===== src/rtl/ddr3_arb_pkg.sv =====
// Shared types and constants for the DDR3 ring-buffer read/write arbiter.
package ddr3_arb_pkg;

    typedef enum logic [2:0] {
        ST_IDLE,
        ST_ARB,
        ST_WR_REQ,
        ST_WR_WAIT,
        ST_RD_REQ,
        ST_RD_WAIT
    } arb_state_e;

    typedef enum logic {
        GRANT_WR = 1'b0,
        GRANT_RD = 1'b1
    } grant_e;

    localparam logic [2:0] CMD_WRITE = 3'b000;
    localparam logic [2:0] CMD_READ  = 3'b001;

endpackage


===== src/rtl/ddr3_ring_ptr.sv =====
// Burst pointer that walks a DDR address window and wraps back to its start.
module ddr3_ring_ptr #(
    parameter int ADDR_WIDTH = 28,
    parameter int ADDR_BEGIN = 0,
    parameter int ADDR_END   = 'h4000,
    parameter int STEP       = 'h400
) (
    input  logic                  clk,
    input  logic                  rst_n,
    input  logic                  advance,
    input  logic                  clear,
    output logic [ADDR_WIDTH-1:0] ptr
);

    localparam logic [ADDR_WIDTH-1:0] BEGIN_ADDR = ADDR_WIDTH'(ADDR_BEGIN);
    localparam logic [ADDR_WIDTH:0]   END_ADDR   = (ADDR_WIDTH+1)'(ADDR_END);

    // One extra bit so a window ending at the top of the address space still compares correctly.
    logic [ADDR_WIDTH:0] sum;
    assign sum = {1'b0, ptr} + (ADDR_WIDTH+1)'(STEP);

    always_ff @(posedge clk or negedge rst_n) begin
        if (!rst_n) begin
            ptr <= BEGIN_ADDR;
        end else if (clear) begin
            ptr <= BEGIN_ADDR;
        end else if (advance) begin
            ptr <= (sum == END_ADDR) ? BEGIN_ADDR : sum[ADDR_WIDTH-1:0];
        end
    end

endmodule


===== src/rtl/ddr3_rw_arbiter.sv =====
// Grants the single MIG user port to the write or read burst engine, one burst
// at a time, treating a DDR address window as a ring buffer.
//
// state      | meaning
// -----------+-------------------------------------------------------------
// ST_IDLE    | waiting for MIG calibration
// ST_ARB     | pick next burst (round-robin on tie); apply pending flush
// ST_WR_REQ  | one-cycle write start issued
// ST_WR_WAIT | write engine busy, waiting for wr_burst_done
// ST_RD_REQ  | one-cycle read start issued
// ST_RD_WAIT | read engine busy, waiting for rd_burst_done
module ddr3_rw_arbiter
    import ddr3_arb_pkg::*;
#(
    parameter int ADDR_WIDTH     = 28,
    parameter int FIFO_CNT_WIDTH = 10,
    parameter int RD_FIFO_DEPTH  = 512,
    parameter int BURST_LEN      = 64,
    parameter int ADDR_STEP      = 16,
    parameter int ADDR_BEGIN     = 0,
    parameter int ADDR_END       = 'h4000
) (
    input  logic                      clk,
    input  logic                      rst_n,
    input  logic                      init_calib_complete,
    input  logic                      flush,
    input  logic [FIFO_CNT_WIDTH-1:0] wr_fifo_cnt,
    input  logic [FIFO_CNT_WIDTH-1:0] rd_fifo_cnt,
    output logic                      wr_burst_start,
    output logic [ADDR_WIDTH-1:0]     wr_burst_len,
    output logic [ADDR_WIDTH-1:0]     wr_burst_addr,
    input  logic                      wr_burst_done,
    output logic                      rd_burst_start,
    output logic [ADDR_WIDTH-1:0]     rd_burst_len,
    output logic [ADDR_WIDTH-1:0]     rd_burst_addr,
    input  logic                      rd_burst_done,
    output logic [ADDR_WIDTH-1:0]     ddr_fill,
    output logic                      arb_busy
);

    localparam int RING_BEATS = (ADDR_END - ADDR_BEGIN) / ADDR_STEP;
    localparam logic [ADDR_WIDTH-1:0] LEN      = ADDR_WIDTH'(BURST_LEN);
    localparam logic [ADDR_WIDTH-1:0] FILL_MAX = ADDR_WIDTH'(RING_BEATS - BURST_LEN);

    arb_state_e state, state_nxt;
    grant_e     last_grant;
    logic       flush_pend;
    logic       ptr_clear;
    logic       wr_ok, rd_ok;
    logic       wr_adv, rd_adv;
    logic       in_burst;

    assign wr_burst_len = LEN;
    assign rd_burst_len = LEN;

    assign wr_ok = (32'(wr_fifo_cnt) >= 32'(BURST_LEN)) && (ddr_fill <= FILL_MAX);
    assign rd_ok = (32'(rd_fifo_cnt) + 32'(BURST_LEN) <= 32'(RD_FIFO_DEPTH)) && (ddr_fill >= LEN);

    // Done pulses only count in the matching wait state; anything else is spurious.
    assign wr_adv   = (state == ST_WR_WAIT) && wr_burst_done;
    assign rd_adv   = (state == ST_RD_WAIT) && rd_burst_done;
    assign in_burst = (state == ST_WR_REQ) || (state == ST_WR_WAIT) ||
                      (state == ST_RD_REQ) || (state == ST_RD_WAIT);

    always_comb begin
        state_nxt = state;
        ptr_clear = 1'b0;
        case (state)
            ST_IDLE: begin
                ptr_clear = flush;
                if (init_calib_complete) state_nxt = ST_ARB;
            end
            ST_ARB: begin
                ptr_clear = flush || flush_pend;
                if (!init_calib_complete) begin
                    state_nxt = ST_IDLE;
                end else if (ptr_clear) begin
                    state_nxt = ST_ARB;
                end else if (wr_ok && (!rd_ok || last_grant == GRANT_RD)) begin
                    state_nxt = ST_WR_REQ;
                end else if (rd_ok && (!wr_ok || last_grant == GRANT_WR)) begin
                    state_nxt = ST_RD_REQ;
                end
            end
            ST_WR_REQ:  state_nxt = ST_WR_WAIT;
            ST_WR_WAIT: if (wr_burst_done) state_nxt = ST_ARB;
            ST_RD_REQ:  state_nxt = ST_RD_WAIT;
            ST_RD_WAIT: if (rd_burst_done) state_nxt = ST_ARB;
            default:    state_nxt = ST_IDLE;
        endcase
    end

    always_ff @(posedge clk or negedge rst_n) begin
        if (!rst_n) begin
            state          <= ST_IDLE;
            last_grant     <= GRANT_RD;
            flush_pend     <= 1'b0;
            ddr_fill       <= '0;
            wr_burst_start <= 1'b0;
            rd_burst_start <= 1'b0;
            arb_busy       <= 1'b0;
        end else begin
            state          <= state_nxt;
            wr_burst_start <= (state_nxt == ST_WR_REQ);
            rd_burst_start <= (state_nxt == ST_RD_REQ);
            arb_busy       <= (state_nxt == ST_WR_REQ) || (state_nxt == ST_WR_WAIT) ||
                              (state_nxt == ST_RD_REQ) || (state_nxt == ST_RD_WAIT);

            if (state == ST_WR_REQ) last_grant <= GRANT_WR;
            else if (state == ST_RD_REQ) last_grant <= GRANT_RD;

            // A flush seen mid-burst is held until the next arbitration cycle.
            if (ptr_clear) flush_pend <= 1'b0;
            else if (flush && in_burst) flush_pend <= 1'b1;

            if (ptr_clear) ddr_fill <= '0;
            else if (wr_adv) ddr_fill <= ddr_fill + LEN;
            else if (rd_adv) ddr_fill <= ddr_fill - LEN;
        end
    end

    ddr3_ring_ptr #(
        .ADDR_WIDTH (ADDR_WIDTH),
        .ADDR_BEGIN (ADDR_BEGIN),
        .ADDR_END   (ADDR_END),
        .STEP       (BURST_LEN * ADDR_STEP)
    ) u_wr_ptr (
        .clk     (clk),
        .rst_n   (rst_n),
        .advance (wr_adv),
        .clear   (ptr_clear),
        .ptr     (wr_burst_addr)
    );

    ddr3_ring_ptr #(
        .ADDR_WIDTH (ADDR_WIDTH),
        .ADDR_BEGIN (ADDR_BEGIN),
        .ADDR_END   (ADDR_END),
        .STEP       (BURST_LEN * ADDR_STEP)
    ) u_rd_ptr (
        .clk     (clk),
        .rst_n   (rst_n),
        .advance (rd_adv),
        .clear   (ptr_clear),
        .ptr     (rd_burst_addr)
    );

endmodule


===== config.mk =====
export PLATFORM = sky130hd
export DESIGN_NAME = ddr3_rw_arbiter
export DESIGN_NICKNAME = d
export VERILOG_FILES = /design/src/rtl/ddr3_arb_pkg.sv /design/src/rtl/ddr3_ring_ptr.sv /design/src/rtl/ddr3_rw_arbiter.sv
export SDC_FILE = /design/constraint.sdc
export NUM_CORES = 1
export LEC_CHECK = 0
export CAP_MARGIN = 20
export CORE_ASPECT_RATIO = 0.6
export CORE_MARGIN = 5
export CORE_UTILIZATION = 44
export CTS_BUF_LIST = sky130_fd_sc_hd__clkbuf_8
export DETAILED_ROUTE_END_ITERATION = 6
export GPL_TIMING_DRIVEN = 0
export PLACE_DENSITY = 0.8
export SLEW_MARGIN = 10
export SYNTH_ARGS = -nofsm -noshare
export SYNTH_HDL_FRONTEND = slang
export SYNTH_SLANG_ARGS = --single-unit

===== constraint.sdc =====
create_clock -name clk -period 2.3 [get_ports clk]
set_input_delay 0.575 -clock clk [delete_from_list [all_inputs] [get_ports clk]]
set_output_delay 0.575 -clock clk [all_outputs]
set_load 0.005 [all_outputs]

==> flow_results.org, run 1 <==
** Global routing
- Via count of the first global-routing pass :: 4,416
- The number of antenna violations at the first check in global routing is 0.
- The first global-routing pass estimated 23,500 um of wire.
- Remaining Overflow, GRT :: 0
- Entering global routing, the biggest net connects 53 pins.
- Across every metal layer, demand over resource in global routing totals 0.206.

** Worst setup path
- The worst setup path is of the reg -> reg kind.
- Count of cells along the worst register-to-register path :: 8
- Element type at the critical path start :: flop
- The worst setup path is captured at a flop.
- Along the worst path, the maximum fanout reaches 10.
- Req. time, crit path :: 2570 ps
- Data on the critical path arrives at its endpoint at 2500 ps.

** Routing
- Mean number of vias per cell :: 5.27
- In the routed design, unresolved DRC markers number 0.
- The pre-antenna-repair detailed-routing pass consisted of 5 iterations.
- Post-Route WL :: 15,400 um
- In this run, the number of DRC markers left after iteration 0 of detailed routing was 498.
- Detailed-route via count :: 5,197
- Antenna-violating nets left :: 0
- After detailed routing, the average wire length per cell comes to 15.6 um.

** Final layout
- In the final layout, the share of cells above drive strength 1 is 0.289.
- After filler insertion, the fill cell instance count of the layout stands at 977.
- Summing all multi-input logic gate instances after layout gives 3240 um2.
- Number of nets at the end of the flow :: 856
- Summing all flip-flop and latch instances after layout gives 1680 um2.
- The number of antenna diodes in the final layout is 0.
- Relative to the synthesized area, the layout overhead comes to 40.5%.
- Cell area after layout :: 7270 um2
- Utilization of the core after routing :: 0.637

** Clock network
- The clock tree synthesis step divided the H-tree into 3 levels.
- After clock tree synthesis, the flow added hold-fix buffers numbering 0.
- Latest clock arrival within the worst-skew pair :: 370 ps
- The clock net in this run drives a total of 66 sinks.
- Clock transition at the register clock pins on the worst setup and hold paths after CTS :: 90 ps
- The tree is rooted in a sky130_fd_sc_hd__clkbuf_8.
- CTS tree :: done
- CTS buffer count :: 9
- Counting along the longest clock path gives a buffer depth of 2.

** Timing
- On the final layout, the worst clock skew is 12.2 ps.
- Setup repair after global routing could not meet its margin everywhere.
- Hold violation count in the final report :: 0
- Max-slew headroom at the worst pin :: 0.515
- At the pin with the least slew margin, the transition time is 722 ps.
- Setup-failing EPs final :: 0
- Setup slack closes at 63.7 ps.
- Fraction of the cycle the final worst path needs :: 0.972
- The final number of max-transition violations was 0.
- Timing would allow up to 0.447 GHz.
- Clock period minus final worst setup slack :: 2240 ps
- Post-route worst hold slack :: 63.8 ps

** Worst hold path
- Classification of the worst-slack hold path :: in -> async

** Logic synthesis
- Portion of the post-synthesis area used by sequential elements :: 0.319
- Yosys warnings :: 0
- Async set-or-reset flop fraction in the synthesized netlist :: 1.00
- In the synthesized netlist, the number of instances is 619.
- In the synthesized netlist the dominant register cell turns out to be sky130_fd_sc_hd__dfrtp_1.
- Yosys mapped a number of flops with a built-in enable equal to 0.
- Mean instance size in the synthesized netlist :: 8.36 um2
- Summing every instance area after synthesis gives 5170 um2.
- Counting distinct cell types in the post-synthesis netlist gives 80.
- Synthesis inferred 66 register bits.

** Outcome
- The run finished with clean final reports.

** Pwr
- Fraction of power spent switching nets :: 0.404
- VDD sags by at most 0.473 mV.
- For this design the ratio of total power to cell area is 741 nW/um2.
- Summed over all cells, the static leakage comes to 3.32 nW.
- Internal power comes to 3.21 mW.
- Fraction of power consumed by combinational cells :: 0.490
- The share of total power dissipated in the clock network is 0.216.
- Summing internal, switching and leakage power gives 5.38 mW.
- Psw :: 2.18 mW
- Of the total power, registers draw 0.294.

** Die
- 169 I/O pins were placed.
- The die is 150 um wide.
- The initialized floorplan defines 30 standard-cell rows.
- In this run the standard cell core region covers 11,400 um2.
- Initial core utilization :: 0.454
- The floorplan step defined a die boundary enclosing 14,100 um2.
- Overall die height :: 94.0 um

** Place
- Before CTS, the worst setup slack after placement is -687 ps.
- DP HPWL :: 10,600 um
- Placer congestion estimate :: 0.893
- Placement Cell Area :: 6500 um2
- Buffers placed on the I/O ports in this run total 80.

** Flow run
- Max-cap violations in this run came to 0.
per-stage QoR:
step                      TNS (ps)  cells
after floorplan                  0    699
after global placement     -132170    939
after detailed placement    -22240    940
after CTS                        0    959
after global routing          -290    987
final                            0    987
kinds of logic (layout without fill, tap and decap cells):
kind of cell,count (synthesis),count (layout),synth area share
DFF,66,66,0.319
AOI/OAI and AO/OA,147,147,0.179
xor gates and xnor gates,23,23,0.0389
other,2,82,0.00145
muxes,2,2,0.00435
and+or+nand+nor,253,253,0.274
buffers and inverters,118,246,0.163
adders and majority gates,8,8,0.0193
state kept, by name, summed over array words and instances, names as in the netlist, 3 cells and up:
signal / count
state: 3
u_rd_ptr.ptr: 18
u_wr_ptr.ptr: 18
ddr_fill: 22
power by group through the flow:
stage / combinational [mW] / sequential (mW) / clock [mW]
finish: 2.64 / 1.58 / 1.16
global route: 2.88 / 1.61 / 1.23
global placement: 2.13 / 1.61 / 0
floorplan: 1.50 / 1.56 / 0
CTS: 2.28 / 1.59 / 1.17
detailed placement: 2.17 / 1.61 / 0
cell usage in the layout (no fill, tap or decap), types with 5 or more instances in the layout:
cell type	Yosys	final
sky130_fd_sc_hd__buf_4	85	121
sky130_fd_sc_hd__xnor2_1	8	8
sky130_fd_sc_hd__nand2_1	51	51
sky130_fd_sc_hd__nor4_1	14	11
sky130_fd_sc_hd__clkbuf_8	1	11
sky130_fd_sc_hd__o21ai_0	65	64
sky130_fd_sc_hd__conb_1	2	82
sky130_fd_sc_hd__or3_1	7	7
sky130_fd_sc_hd__ha_1	8	5
sky130_fd_sc_hd__dfrtp_2	0	18
sky130_fd_sc_hd__o21ai_1	5	5
sky130_fd_sc_hd__nor4_4	1	5
sky130_fd_sc_hd__dfrtp_1	65	47
sky130_fd_sc_hd__clkbuf_2	0	5
sky130_fd_sc_hd__clkdlybuf4s50_1	0	77
sky130_fd_sc_hd__nor2_1	70	67
sky130_fd_sc_hd__nor3_1	16	13
sky130_fd_sc_hd__nand4_1	18	18
sky130_fd_sc_hd__a31oi_1	10	10
sky130_fd_sc_hd__a21oi_1	19	17
sky130_fd_sc_hd__nand3_1	18	15
sky130_fd_sc_hd__xor2_1	15	15
sky130_fd_sc_hd__buf_6	5	6
sky130_fd_sc_hd__clkbuf_1	13	6
sky130_fd_sc_hd__and3_1	11	11
sky130_fd_sc_hd__o31ai_1	12	12
cell usage after synthesis, drive strengths merged (4+ instances only):
master | number | area [um2]
or2 | 4 | 25.0
xnor2 | 8 | 70.1
clkbuf | 14 | 62.6
xor2 | 15 | 131
nor2 | 73 | 287
and3 | 14 | 95.1
ha | 8 | 100
nor4 | 19 | 159
o21ai | 71 | 359
a41oi | 4 | 35.0
nand3 | 21 | 120
nor3 | 18 | 100
o31ai | 14 | 124
a21oi | 19 | 95.1
nand2 | 52 | 198
buf | 97 | 727
or3 | 8 | 55.1
nand4 | 22 | 189
a31oi | 10 | 62.6
dfrtp | 65 | 1630
inv | 6 | 22.5
worst max-delay path, stage by stage (launching register included):
cell and delay, ps:
sky130_fd_sc_hd__dfrtp_1 400, sky130_fd_sc_hd__buf_6 150, sky130_fd_sc_hd__and3_4 180, sky130_fd_sc_hd__and3_2 250, sky130_fd_sc_hd__o41ai_2 350, sky130_fd_sc_hd__o311ai_1 210
sky130_fd_sc_hd__nor4_2 300, sky130_fd_sc_hd__o21ai_1 110, sky130_fd_sc_hd__a22o_1 180
layer usage:
metal  routed length [um]  part of all wire  GRT usage
met1                 6870              0.44      0.308
met2                 7110              0.46      0.298
met3                 1350             0.087     0.0506
met4                  111            0.0072     0.0479
met5                    0                 0          0
worst paths after layout:
check | from | end | slack (ps)
min in group clk | last_grant$_DFFE_PN1P_ | last_grant$_DFFE_PN1P_ | 530
worst max register to register | u_rd_ptr.ptr[12]$_DFFE_PN0P_ | u_rd_ptr.ptr[14]$_DFFE_PN0P_ | 60
worst min-delay path | rst_n | ddr_fill[12]$_DFFE_PN0P_ | 60
worst min register to register | last_grant$_DFFE_PN1P_ | last_grant$_DFFE_PN1P_ | 530
worst max-delay path | u_rd_ptr.ptr[12]$_DFFE_PN0P_ | u_rd_ptr.ptr[14]$_DFFE_PN0P_ | 60
max in group asynchronous | rst_n | last_grant$_DFFE_PN1P_ | 1680
timing repair:
item | CTS | global route
hold endpoints to repair | 0 | 0
setup endpoints to repair | 36 | 27
gates resized for setup | 24 | 57
buffers inserted | 5 | 29
pin swaps | 3 | 13
final cells by class:
cell class                      instances  area share
Clock inverter                          6      0.0122
Clock buffer                           10      0.0189
Tap cell                              160      0.0275
Sequential cell                        66       0.230
Inverter                                6     0.00310
Buffer                                109       0.114
Timing Repair Buffer                  115       0.149
Multi-Input combinational cell        515       0.445
Note: power is estimated with default switching activity, not from simulation.
==> inputs of run 2 (changes only) <==
- GPL_TIMING_DRIVEN: 0 -> 1
- PLACE_DENSITY: 0.8 -> 0.83
- clock period: 2.3 -> 1.9 ns (I/O delays scaled with it)
==> flow_results.org, run 2 (synthesis results as in run 1) <==
** Worst setup path
- The endpoint arrival time on the critical path was 2480 ps (-20 ps).
- The slowest stage of the critical path is the sky130_fd_sc_hd__o41ai_4 cell.
- Kind of critical path :: reg -> reg
- Reg-to-Reg Start :: u_rd_ptr.ptr[26]$_DFFE_PN0P_
- The endpoint identified for the worst register-to-register timing path is u_rd_ptr.ptr[14]$_DFFE_PN0P_.
- Req. time, crit path :: 2160 ps (-410 ps)
- Traced cell by cell, the critical path runs through nand3_1, o41ai_4, o211ai_1, nor4_4, o21ai_1, a22o_1.
- The peak per-stage delay on the critical path was 530 ps (+130 ps).
- The maximum fanout along the worst path was 7 (-3).
- The reg-to-reg setup timing slack came to -320 ps (-380 ps).
- The buffering stage count on the worst path with inverters included came to 0 (-1).
- The worst setup path is launched from a flop.
- The cell family contributing the most delay on the critical path is compound AO/OA/AOI/OAI gates.
- The number of cells on the worst reg-to-reg path was 6 (-2).
- STA classifies the critical path endpoint as a flop.

** Place
- Placer congestion estimate :: 0.905 (+1.3%)
- DP HPWL :: 12,200 um (+16%)
- I/O Buffers :: 80 (unchanged)

** Timing
- Setup-failing EPs final :: 27 (+27)
- Fmax :: 0.451 GHz (+0.90%)
- Final-report max-slew violation count :: 0 (unchanged)
- The post-layout minimum cycle time is 2220 ps (-19.9 ps).
- The final hold violation count came to 0 (unchanged).
- Crit path setup slack, layout :: -316 ps (-380 ps)
- Post-route worst hold slack :: 107 ps (+43.6 ps)
- RSZ-0062 raised after global routing :: yes
- Fraction of the cycle the final worst path needs :: 1.17 (+0.194)
- Maximum clock skew at final layout :: 16.1 ps (+3.92 ps)

** Flow run
- The count of max-cap constraint violations came to 0 (unchanged).

** Die
- Count of boundary I/O pins :: 169 (unchanged)
- The starting density of the core is 0.454 (unchanged).
- The die span in y is 94.0 um (unchanged).
- Die ar. :: 14,100 um2 (unchanged)
- Row count :: 30 (unchanged)
- Placeable Area :: 11,400 um2 (unchanged)
- X dimension of the die :: 150 um (unchanged)

** Global routing
- First-pass GRT wire length :: 29,500 um (+26%)
- The number of antenna violations at the first check in global routing is 0 (unchanged).
- All-Layer GR Usage :: 0.265 (+0.0587)
- The via count of the first global-routing pass was 5,585 (+26%).
- Remaining Overflow, GRT :: 0 (unchanged)
- The pin count of the biggest net entering global routing is 67 (+26%).

** Final layout
- The post-layout utilization of the core is 0.744 (+0.107).
- Largest registers :: ddr_fill: 22 flops, u_rd_ptr.ptr: 18 flops, u_wr_ptr.ptr: 18 flops
- The number of nets in the finished design came to 940 (+9.8%).
- The total area of multi-input combinational cells was 3680 um2 (+14%).
- Most used cells in the layout excluding fill and tap cells :: sky130_fd_sc_hd__buf_4 (188), sky130_fd_sc_hd__conb_1 (82), sky130_fd_sc_hd__nor2_1 (61)
- Footprint of the flip-flops and latches :: 1680 um2 (+0.37%)
- Ranked by flip-flop count, first place goes to ddr_fill.
- The number of filler cells placed in the layout was 721 (-26%).
- Relative area change from synthesis to final layout :: 64.0%
- ANT cells :: 0 (unchanged)
- The share of final-layout standard cells stronger than drive strength 1 came to 0.432 (+0.143).
- The flip-flop count of the largest register after layout was 22 (unchanged).
- Most common cell after layout, fill and taps aside :: sky130_fd_sc_hd__buf_4

** Pwr
- The leakage power of the design was 4.30 nW (+30%).
- The total power per unit cell area was 927 nW/um2 (+25%).
- The net switching share of the total power came to 0.424 (+0.0194).
- The part of the total power dissipated in the clock network came to 0.146 (-0.070).
- The net switching power of the design came to 3.33 mW (+53%).
- Maximum ir drop on the vdd rail :: 0.580 mV (+23%)
- The internal power is 4.53 mW (+41%).
- The part of the power in combinational logic came to 0.620 (+0.130).
- The power share of the sequential group was 0.235 (-0.059).

** Routing
- The number of DRC markers after the initial detailed-route iteration was 728 (+46%).
- The average vias per placed instance came to 5.75 (+9.2%).
- Detailed-route via count :: 6,156 (+18%)
- Post-Route WL :: 21,900 um (+42%)
- The final antenna-violating net count is 0 (unchanged).
- The wire length per cell is 20.5 um (+31%).
- Number of iterations in the first detailed-routing pass :: 5 (unchanged)
- The remaining design rule violation count came to 0 (unchanged).

** Clock network
- CTS buffer count :: 9 (unchanged)
- The tree is rooted in a sky130_fd_sc_hd__clkbuf_8.
- CTS tree :: done
- Deepest level of the CTS H-tree :: 3 (unchanged)
- The total of hold buffers inserted after clock tree synthesis was 0 (unchanged).
- Clock transition at the register clock pins on the worst setup and hold paths after CTS :: 80 ps (about the same)
- Worst-case clock buffer depth :: 2 (unchanged)
- Latest clock arrival within the worst-skew pair :: 370 ps (about the same)
- Clock sink count :: 66 (unchanged)

** Outcome
- Run status :: finished with violations
- Failing checks :: negative setup slack

** Worst hold path
- Classification of the worst-slack hold path :: in -> async
run 2: cell count changes in the layout (fill, tap and decap cells not counted), moves of 9 or more:
cell	change
sky130_fd_sc_hd__clkdlybuf4s50_1	-41
sky130_fd_sc_hd__dlymetal6s2s_1	+21
sky130_fd_sc_hd__buf_6	+30
sky130_fd_sc_hd__o21ai_0	-13
sky130_fd_sc_hd__buf_4	+67
sky130_fd_sc_hd__dlygate4sd2_1	+19
sky130_fd_sc_hd__a21oi_1	-9
run 2: metal layers:
layer,share of wire,vias to the layer above,track usage
li1,-,2649,-
met1,0.39,2973,0.363
met2,0.47,443,0.399
met3,0.11,91,0.0776
met4,0.038,0,0.0913
met5,0,-,0
run 2: cell type report:
type | count | area share
clock buffer | 9 | 0.0146
sequential | 66 | 0.198
inverter | 6 | 0.00265
multi-input combinational | 515 | 0.433
tap | 160 | 0.0236
clock inverter | 7 | 0.00663
timing repair buffer | 308 | 0.321
run 2: worst max path at each step:
stage	from	end	slack, ps	cells after the start
2_1_floorplan	ddr_fill[7]$_DFFE_PN0P_	ddr_fill[26]$_DFFE_PN0P_	-110	9
3_3_place_gp	flush	ddr_fill[26]$_DFFE_PN0P_	-580	9
6_report	u_rd_ptr.ptr[26]$_DFFE_PN0P_	u_rd_ptr.ptr[14]$_DFFE_PN0P_	-320	6
4_1_cts	u_rd_ptr.ptr[10]$_DFFE_PN0P_	u_rd_ptr.ptr[14]$_DFFE_PN0P_	-210	9
3_5_place_dp	flush	ddr_fill[26]$_DFFE_PN0P_	-620	9
5_1_grt	u_rd_ptr.ptr[16]$_DFFE_PN0P_	u_rd_ptr.ptr[14]$_DFFE_PN0P_	-390	7
run 2: power groups by stage:
| stage | clock network (mW) | registers, mW | logic, mW |
|---|---|---|---|
| finish | 1.15 | 1.85 | 4.88 |
| global route | 1.22 | 1.87 | 5.13 |
| CTS | 1.16 | 1.81 | 4.00 |
| detailed placement | 0 | 1.82 | 3.54 |
| global placement | 0 | 1.80 | 3.45 |
| floorplan | 0 | 1.90 | 1.92 |
run 2: metrics by stage:
step	cell area (um2)	setup TNS [ps]	worst slack (ps)	total power, mW	std cells
2_1_floorplan	5610	-599	-111	3.82	699
3_3_place_gp	6980	-22990	-582	5.26	986
3_5_place_dp	6980	-25670	-618	5.35	986
4_1_cts	7860	-1540	-205	6.97	1040
5_1_grt	8490	-5900	-394	8.22	1071
6_report	8490	-3940	-316	7.87	1071
run 2: repair_timing:
| item | 4_1_cts | 5_1_grt |
|---|---|---|
| setup buffers | 38 | 32 |
| pin swaps | 51 | 35 |
| gates resized for setup | 111 | 112 |
| cloned | 0 | 0 |
| endpoints found under the setup margin | 65 | 79 |
run 2: worst reg2reg max path, cell delays in order, from the launching register on:
cell,delay [ps]
sky130_fd_sc_hd__dfrtp_2,470
sky130_fd_sc_hd__nand3_1,300
sky130_fd_sc_hd__o41ai_4,530
sky130_fd_sc_hd__o211ai_1,230
sky130_fd_sc_hd__nor4_4,320
sky130_fd_sc_hd__o21ai_1,90
sky130_fd_sc_hd__a22o_1,180
